### src/rtl/mem_arbiter.sv
// Two-master arbiter for a single 8-bit synchronous memory port.
// Port 1 has priority, and a starvation counter bounds how long port 0 can be held off.
module mem_arbiter #(
  parameter  int unsigned STARVE_MAX = 4,
  localparam int unsigned AW         = 20,
  localparam int unsigned DW         = 8,
  localparam int unsigned SW         = 8
) (
  input  logic          clock,
  input  logic          reset_n,
  input  logic          m0_req,
  input  logic          m1_req,
  input  logic [AW-1:0] m0_addr,
  input  logic [AW-1:0] m1_addr,
  input  logic          m0_we,
  input  logic          m1_we,
  input  logic [DW-1:0] m0_wdata,
  input  logic [DW-1:0] m1_wdata,
  output logic          m0_ack,
  output logic          m1_ack,
  output logic [DW-1:0] rdata,
  output logic [AW-1:0] mem_address,
  output logic [DW-1:0] mem_out,
  output logic          mem_wren,
  input  logic [DW-1:0] mem_in,
  output logic [1:0]    grant,
  output logic          busy
);

  typedef enum logic [1:0] {IDLE, ADDR, DATA, DONE} state_t;

  state_t        state_q, state_d;
  logic [SW-1:0] starve_q, starve_d;
  logic [1:0]    grant_d;
  logic          busy_d, mem_wren_d, m0_ack_d, m1_ack_d;
  logic [AW-1:0] mem_address_d;
  logic [DW-1:0] mem_out_d, rdata_d;
  logic          pick_m0_c;

  // Port 0 wins when alone, or when it has waited through STARVE_MAX port-1 grants.
  assign pick_m0_c = m0_req && (!m1_req || (32'(starve_q) >= STARVE_MAX));

  // Next-state and next-output logic; outputs are registered from these values.
  always_comb begin
    state_d       = state_q;
    starve_d      = starve_q;
    grant_d       = grant;
    busy_d        = busy;
    mem_address_d = mem_address;
    mem_out_d     = mem_out;
    mem_wren_d    = 1'b0;
    rdata_d       = rdata;
    m0_ack_d      = 1'b0;
    m1_ack_d      = 1'b0;

    case (state_q)
      IDLE: begin
        grant_d = 2'b00;
        busy_d  = 1'b0;
        if (!m0_req) begin
          starve_d = '0;
        end
        if (pick_m0_c) begin
          starve_d      = '0;
          grant_d       = 2'b01;
          busy_d        = 1'b1;
          mem_address_d = m0_addr;
          mem_out_d     = m0_wdata;
          mem_wren_d    = m0_we;
          state_d       = ADDR;
        end else if (m1_req) begin
          if (m0_req && (starve_q != {SW{1'b1}})) begin
            starve_d = starve_q + SW'(1);
          end
          grant_d       = 2'b10;
          busy_d        = 1'b1;
          mem_address_d = m1_addr;
          mem_out_d     = m1_wdata;
          mem_wren_d    = m1_we;
          state_d       = ADDR;
        end
      end
      ADDR: begin
        state_d = DATA;
      end
      DATA: begin
        // Memory read data is valid now; capture it so it is presented with the ack.
        rdata_d  = mem_in;
        m0_ack_d = grant[0];
        m1_ack_d = grant[1];
        state_d  = DONE;
      end
      DONE: begin
        grant_d = 2'b00;
        busy_d  = 1'b0;
        state_d = IDLE;
      end
      default: begin
        grant_d = 2'b00;
        busy_d  = 1'b0;
        state_d = IDLE;
      end
    endcase
  end

  // State and output registers.
  always_ff @(posedge clock or negedge reset_n) begin
    if (!reset_n) begin
      state_q     <= IDLE;
      starve_q    <= '0;
      grant       <= 2'b00;
      busy        <= 1'b0;
      mem_address <= '0;
      mem_out     <= '0;
      mem_wren    <= 1'b0;
      rdata       <= '0;
      m0_ack      <= 1'b0;
      m1_ack      <= 1'b0;
    end else begin
      state_q     <= state_d;
      starve_q    <= starve_d;
      grant       <= grant_d;
      busy        <= busy_d;
      mem_address <= mem_address_d;
      mem_out     <= mem_out_d;
      mem_wren    <= mem_wren_d;
      rdata       <= rdata_d;
      m0_ack      <= m0_ack_d;
      m1_ack      <= m1_ack_d;
    end
  end

endmodule

### config.mk
export PLATFORM = sky130hd
export DESIGN_NAME = mem_arbiter
export DESIGN_NICKNAME = d
export VERILOG_FILES = /design/src/rtl/mem_arbiter.sv
export SDC_FILE = /design/constraint.sdc
export NUM_CORES = 1
export LEC_CHECK = 0
export BUFFER_PORTS_ARGS = -buffer_cell sky130_fd_sc_hd__buf_2
export CAP_MARGIN = 20
export CELL_PAD_IN_SITES_DETAIL_PLACEMENT = 1
export CELL_PAD_IN_SITES_GLOBAL_PLACEMENT = 1
export CORE_MARGIN = 3
export CORE_UTILIZATION = 36
export DETAILED_ROUTE_END_ITERATION = 12
export GPL_TIMING_DRIVEN = 0
export PLACE_DENSITY = 0.88
export SLEW_MARGIN = 20
export SYNTH_ARGS = -nofsm -noshare
export SYNTH_HDL_FRONTEND = slang
export SYNTH_SLANG_ARGS = --single-unit
### constraint.sdc
create_clock -name clock -period 2.3 [get_ports clock]
set_input_delay 0.115 -clock clock [delete_from_list [all_inputs] [get_ports clock]]
set_output_delay 0.115 -clock clock [all_outputs]
set_load 0.1 [all_outputs]
==> flow_metrics.tcl, run 1 <==
set metrics [dict create \
    syn_inst 338 \
    rrSetupSlack_ps 190 \
    yosysSeqAreaShare 0.415 \
    htreeDepth 2 \
    r2r-start "starve_q[3]" \
    critPathLaunchType "flip-flop" \
    cp-endpoint "mem_address[16]" \
    wl_per_cell_um 19.5 \
    synthTopCellsByArea "dfrtp_1 41%, o2111ai_1 7.8%, o211ai_1 6.7%, or4_1 6.7%, nor2b_1 6.2%" \
    cts_root_buf "clkbuf_8" \
    grt_pass1_vias 3551 \
    synth_fa_ha_area_frac 0.0199 \
    rsz0062_at_grt "no" \
    io_buffers 111 \
    insertedDiodeCount 0 \
    syn_avg_cell_area_um2 9.29 \
    ys_types 31 \
    grt_max_degree 53 \
    startpoint "starve_q[3]" \
    timing.rr.end "mem_address[16]" \
    drive_gt1_frac 0.310 \
    avgViaCountPerCell 5.87 \
    clk_pin_slew_ps 100 \
    synth_edf_count 0 \
    drc 0 \
    dpl.cell_count 554 \
    syn_to_final_growth_pct 26.2 \
    clock_skew_ps 4.63 \
    synth-xor-area-share 0 \
    core_mm2 0.00834 \
    routed_wl_mm 11.0 \
    ant_nets 0 \
    slew_headroom 0.530 \
    drv_cap 0 \
    critPathMaxFanout 10 \
    gp_congestion 0.851 \
    dp_hpwl_mm 7.95 \
    cts_tree "built" \
    synth_area_mm2 0.00314 \
    status "finished, final reports clean" \
    vias 3304 \
    period_needed_ps 2110 \
    numCtsBuffers 5 \
    critPathArrivalTime_ps 2290 \
    clock_latency_ps 310 \
    ys_async_sr_fraction 1.00 \
    yosys_most_used_dff "dfrtp_1" \
    clock_path_buffers 2 \
    final_max_slew_viol_count 0 \
    cp-end-kind "flip-flop" \
    tightest_slew_ps 705 \
    finalHoldViolations 0 \
    synth_top_family_by_area "simple AND/OR/NAND/NOR gates" \
    synth_warnings 0 \
    setup_viol 0 \
    final_cells 563 \
    muxShareOfSynthArea 0.0387 \
    antenna_found_initial 0 \
    die_x_um 99.4 \
    yosysTopAreaCellShare 0.415 \
    ios 112 \
    synthSimpleGateAreaFrac 0.253 \
    nNetsFinal 532 \
    yosysTopAreaCell "dfrtp_1" \
    die_h_um 99.4 \
    worst-setup-path-type "flip-flop to flip-flop" \
    dieArea_mm2 0.00988 \
    grt_first_pass_wirelength_mm 17.8 \
    rows 33 \
    syn-num-nets 413 \
    drt_iter0_drc 139 \
    hold_class "primary input to flip-flop" \
    rr_worst_depth 6 \
    fin_crit_sh 0.919 \
    clkSinkCount 52 \
    cts_setup_buffers 0 \
    grtUsageTotal 0.222 \
    ys_ff_latch 52 \
    worstPathRequired_ps 2480 \
    synth_common_cells "52 x dfrtp_1, 33 x nand2_1, 32 x clkbuf_1" \
    post-synth-top-count-cell "dfrtp_1" \
    maxClockFrequency_ghz 0.473 \
    synth_compound_area_frac 0.218 \
    grt_overflow_total 0 \
    start_util 0.376 \
    dr.pass1.iters 4 \
]
==> cell type report <==
| type | count | area, µm² |
|---|---|---|
| Inverter | 4 | 15.0 |
| Clock inverter | 2 | 38.8 |
| Tap cell | 105 | 131 |
| Clock buffer | 6 | 72.6 |
| Buffer | 39 | 171 |
| Multi-Input combinational cell | 243 | 1660 |
| Fill cell | 1052 | 4380 |
| Timing Repair Buffer | 112 | 568 |
| Sequential cell | 52 | 1300 |
==> logic make-up after synthesis <==
logic type,count (synthesis)
AND/OR/NAND/NOR,135
AO/OA/AOI/OAI,92
adder cells (fa/ha/maj),5
multiplexers,11
buffers and inverters,43
flip-flops,52
==> repair_timing <==
| item | 4_1_cts | 5_1_grt |
|---|---|---|
| setup endpoints to repair | 25 | 30 |
| endpoints found under the hold margin | 52 | 0 |
| gates resized for setup | 3 | 12 |
| hold buffers | 1 | 0 |
==> stage by stage <==
step / utilization / setup TNS [ps] / hold slack, ps / cell area [µm²] / setup WS [ps]
5_1_grt: 0.475 / 0 / 29.1 / 3960 / 8.15
3_3_place_gp: 0.459 / -392 / 348 / 3830 / -43.3
6_report: 0.475 / 0 / 31.8 / 3960 / 186
3_5_place_dp: 0.459 / -1400 / 210 / 3830 / -102
4_1_cts: 0.474 / 0 / 26.9 / 3950 / 22.9
2_1_floorplan: - / 0 / -181 / 3140 / 510
==> worst max-delay path, cell delays in order (launching register included) <==
cell and delay [ps]:
dfrtp_1 410, or3_1 420, clkbuf_1 230, clkbuf_2 260
clkbuf_1 260, o211ai_1 260, o2111ai_1 130
==> worst min path at each step <==
| stage | startpoint | to | slack [ps] | depth (start not counted) |
|---|---|---|---|---|
| 4_1_cts | mem_in[3] | rdata[3] | 30 | 2 |
| 2_1_floorplan | reset_n | busy | -180 | 0 |
| 3_3_place_gp | mem_in[7] | rdata[7] | 350 | 2 |
| 5_1_grt | mem_in[3] | rdata[3] | 30 | 2 |
| 3_5_place_dp | reset_n | rdata[4] | 210 | 1 |
| 6_report | mem_in[5] | rdata[5] | 30 | 2 |
==> state kept, by name, summed over array words and instances (netlist names) <==
name,cells
mem_out,8
m0_ack,1
m1_ack,1
mem_wren,1
busy,1
state_q,2
mem_address,20
grant,2
starve_q,8
rdata,8
==> cells in the final DEF (no fill, tap or decap) <==
master         count
a31oi_1           30
o22ai_1            1
inv_1              4
a21oi_1            1
dlygate4sd3_1      1
nand3_1            2
buf_4              1
clkbuf_1          24
inv_6              1
o21ai_0            1
mux2_2             9
o31ai_1            2
buf_2            112
mux2i_1            2
or4b_1             1
o2111ai_1         28
and2b_1            2
bufinv_16          1
nor2b_1           31
or4_1             28
and2_1             3
o211ai_1          28
buf_6              1
nand2b_1          28
ha_1               5
nand2_1           33
clkbuf_2          12
a32o_1             1
buf_1              1
nor2_1             3
nor3_1             1
dfrtp_1           52
nor4b_1            1
clkbuf_8           5
nand4_1            1
or3_1              1
==> routing by layer <==
layer  vias up  part of all wire  global-route usage
li1       1512                 -                   -
met1      1657              0.41               0.284
met2       118              0.51               0.387
met3        17             0.054              0.0295
met4         0             0.019              0.0756
met5         -                 0                   0
Power of run 1 is left out: the tool's default activity adds up to more than one toggle a clock period on the data nets, which glitch-free logic cannot reach.
==> run 2: changes to the inputs <==
--- a/config.mk
+++ b/config.mk
@@ -10,10 +10,10 @@
 export CELL_PAD_IN_SITES_DETAIL_PLACEMENT = 1
 export CELL_PAD_IN_SITES_GLOBAL_PLACEMENT = 1
 export CORE_MARGIN = 3
-export CORE_UTILIZATION = 36
+export CORE_UTILIZATION = 33
 export DETAILED_ROUTE_END_ITERATION = 12
 export GPL_TIMING_DRIVEN = 0
-export PLACE_DENSITY = 0.88
+export PLACE_DENSITY = 0.85
 export SLEW_MARGIN = 20
 export SYNTH_ARGS = -nofsm -noshare
 export SYNTH_HDL_FRONTEND = slang
==> constraint.sdc (replaced) <==
create_clock -name clock -period 1.8 [get_ports clock]
set_input_delay 0.09 -clock clock [delete_from_list [all_inputs] [get_ports clock]]
set_output_delay 0.09 -clock clock [all_outputs]
set_load 0.1 [all_outputs]
==> run 2 against run 1 <==
The run now ends with negative setup slack left. Final area grew 8.7%. Utilization grew 0.47 points. Global-route usage shrank 0.67 points. Critical endpoint is now mem_address[17]. Via count grew 2.1%. Largest cell class unchanged. Non-clock buffer count grew 12. Die area grew 8.5%.
==> flow_metrics.tcl, run 2 (same netlist as run 1, synthesis figures left out) <==
set metrics [dict create \
    final_area_mm2 0.00431 \
    start_util 0.350 \
    grt_overflow_total 0 \
    maxClockFrequency_ghz 0.522 \
    final_common_cell "buf_2" \
    drv_cap 0 \
    setup_viol 27 \
    worst-setup-path-type "flip-flop to flip-flop" \
    detailed_place.area_mm2 0.00385 \
    rsz0062_at_grt "yes" \
    die_x_um 104 \
    clk_pin_slew_ps 100 \
    worstPathRequired_ps 2030 \
    multi_input_area_mm2 0.00170 \
    clock_skew_ps 8.48 \
    syn_to_final_growth_pct 37.1 \
    die_h_um 104 \
    failed_checks "negative setup slack" \
    period_needed_ps 1910 \
    setup_ws_ps -114 \
    tightest_slew_ps 717 \
    avgViaCountPerCell 5.66 \
    dr.pass1.iters 4 \
    register_area_mm2 0.00130 \
    critPathLaunchType "flip-flop" \
    dieArea_mm2 0.0107 \
    ios 112 \
    finalHoldViolations 0 \
    critPathArrivalTime_ps 2140 \
    insertedDiodeCount 0 \
    post-place-ws_ps -613 \
    grt_max_degree 53 \
    wl_per_cell_um 20.3 \
    ant_nets 0 \
    cts_tree "built" \
    htreeDepth 2 \
    final_max_slew_viol_count 0 \
    io_buffers 111 \
    nNetsFinal 544 \
    dp_hpwl_mm 8.16 \
    fin_crit_sh 1.06 \
    rows 34 \
    hold_class "primary input to flip-flop" \
    clock_path_buffers 2 \
    antenna_found_initial 0 \
    numCtsBuffers 5 \
    clkSinkCount 52 \
    cts_root_buf "clkbuf_8" \
    regMostFlops "mem_address" \
    status "finished with violations" \
    cp-end-kind "flip-flop" \
    vias 3375 \
    critPathMaxFanout 10 \
    mostFrequentLayoutCells "110 x buf_2, 52 x dfrtp_1, 33 x nand2_1" \
    largest_register_ffs 20 \
    fillers 1087 \
    drive_gt1_frac 0.357 \
    gp_congestion 0.799 \
    clock_latency_ps 310 \
    routed_wl_mm 12.1 \
    grt_first_pass_wirelength_mm 19.0 \
    grt_pass1_vias 3676 \
    slew_headroom 0.522 \
    drt_iter0_drc 209 \
    grtUsageTotal 0.215 \
    drc 0 \
    core_mm2 0.00898 \
]
## run 2: layout make-up
type	count	area share
inverter	4	0.00349
clock inverter	1	0.00697
tap	126	0.0366
multi-input combinational	243	0.395
clock buffer	7	0.0224
sequential	52	0.302
timing repair buffer	125	0.167
buffer	38	0.0663
## run 2: per-stage QoR
| step | hold slack, ps | setup TNS [ps] | instances | utilization |
|---|---|---|---|---|
| 6_report | 6.17 | -2090 | 596 | 0.480 |
| 4_1_cts | 0.957 | -1950 | 590 | 0.464 |
| 2_1_floorplan | -206 | 0 | 338 | - |
| 3_3_place_gp | 322 | -15640 | 575 | 0.429 |
| 3_5_place_dp | 186 | -18260 | 575 | 0.429 |
| 5_1_grt | 4.53 | -3520 | 596 | 0.480 |
## run 2: final timing paths
kind | slack [ps] | from | endpoint | depth (start not counted)
max | -110 | starve_q[5] | mem_address[17] | 4
min | 6 | mem_in[5] | rdata[5] | 2
max reg2reg | -110 | starve_q[5] | mem_address[17] | 4
min reg2reg | 500 | busy | busy | 2
max in group asynchronous | 920 | reset_n | mem_out[2] | 2
min in group asynchronous | 400 | reset_n | rdata[1] | 2
## run 2: per-layer routing
layer	wire length [µm]	vias up	track usage
met5	0	-	0
li1	-	1541	-
met3	638	22	0.0354
met4	243	0	0.0712
met2	6260	138	0.379
met1	4930	1674	0.269
## run 2: critical path: stages, from the launching register on
cell and delay (ps):
dfrtp_1 390, or4b_4 600, clkbuf_8 190, or4_1 540
o2111ai_1 120
## run 2: repair_timing
action | CTS | global route
pin swaps | 18 | 13
setup endpoints to repair | 41 | 33
endpoints found under the hold margin | 54 | 2
buffers inserted | 4 | 2
gates cloned | 1 | 2
hold buffers | 3 | 2
resized for setup | 44 | 25
Power of run 2 is left out for the same reason.
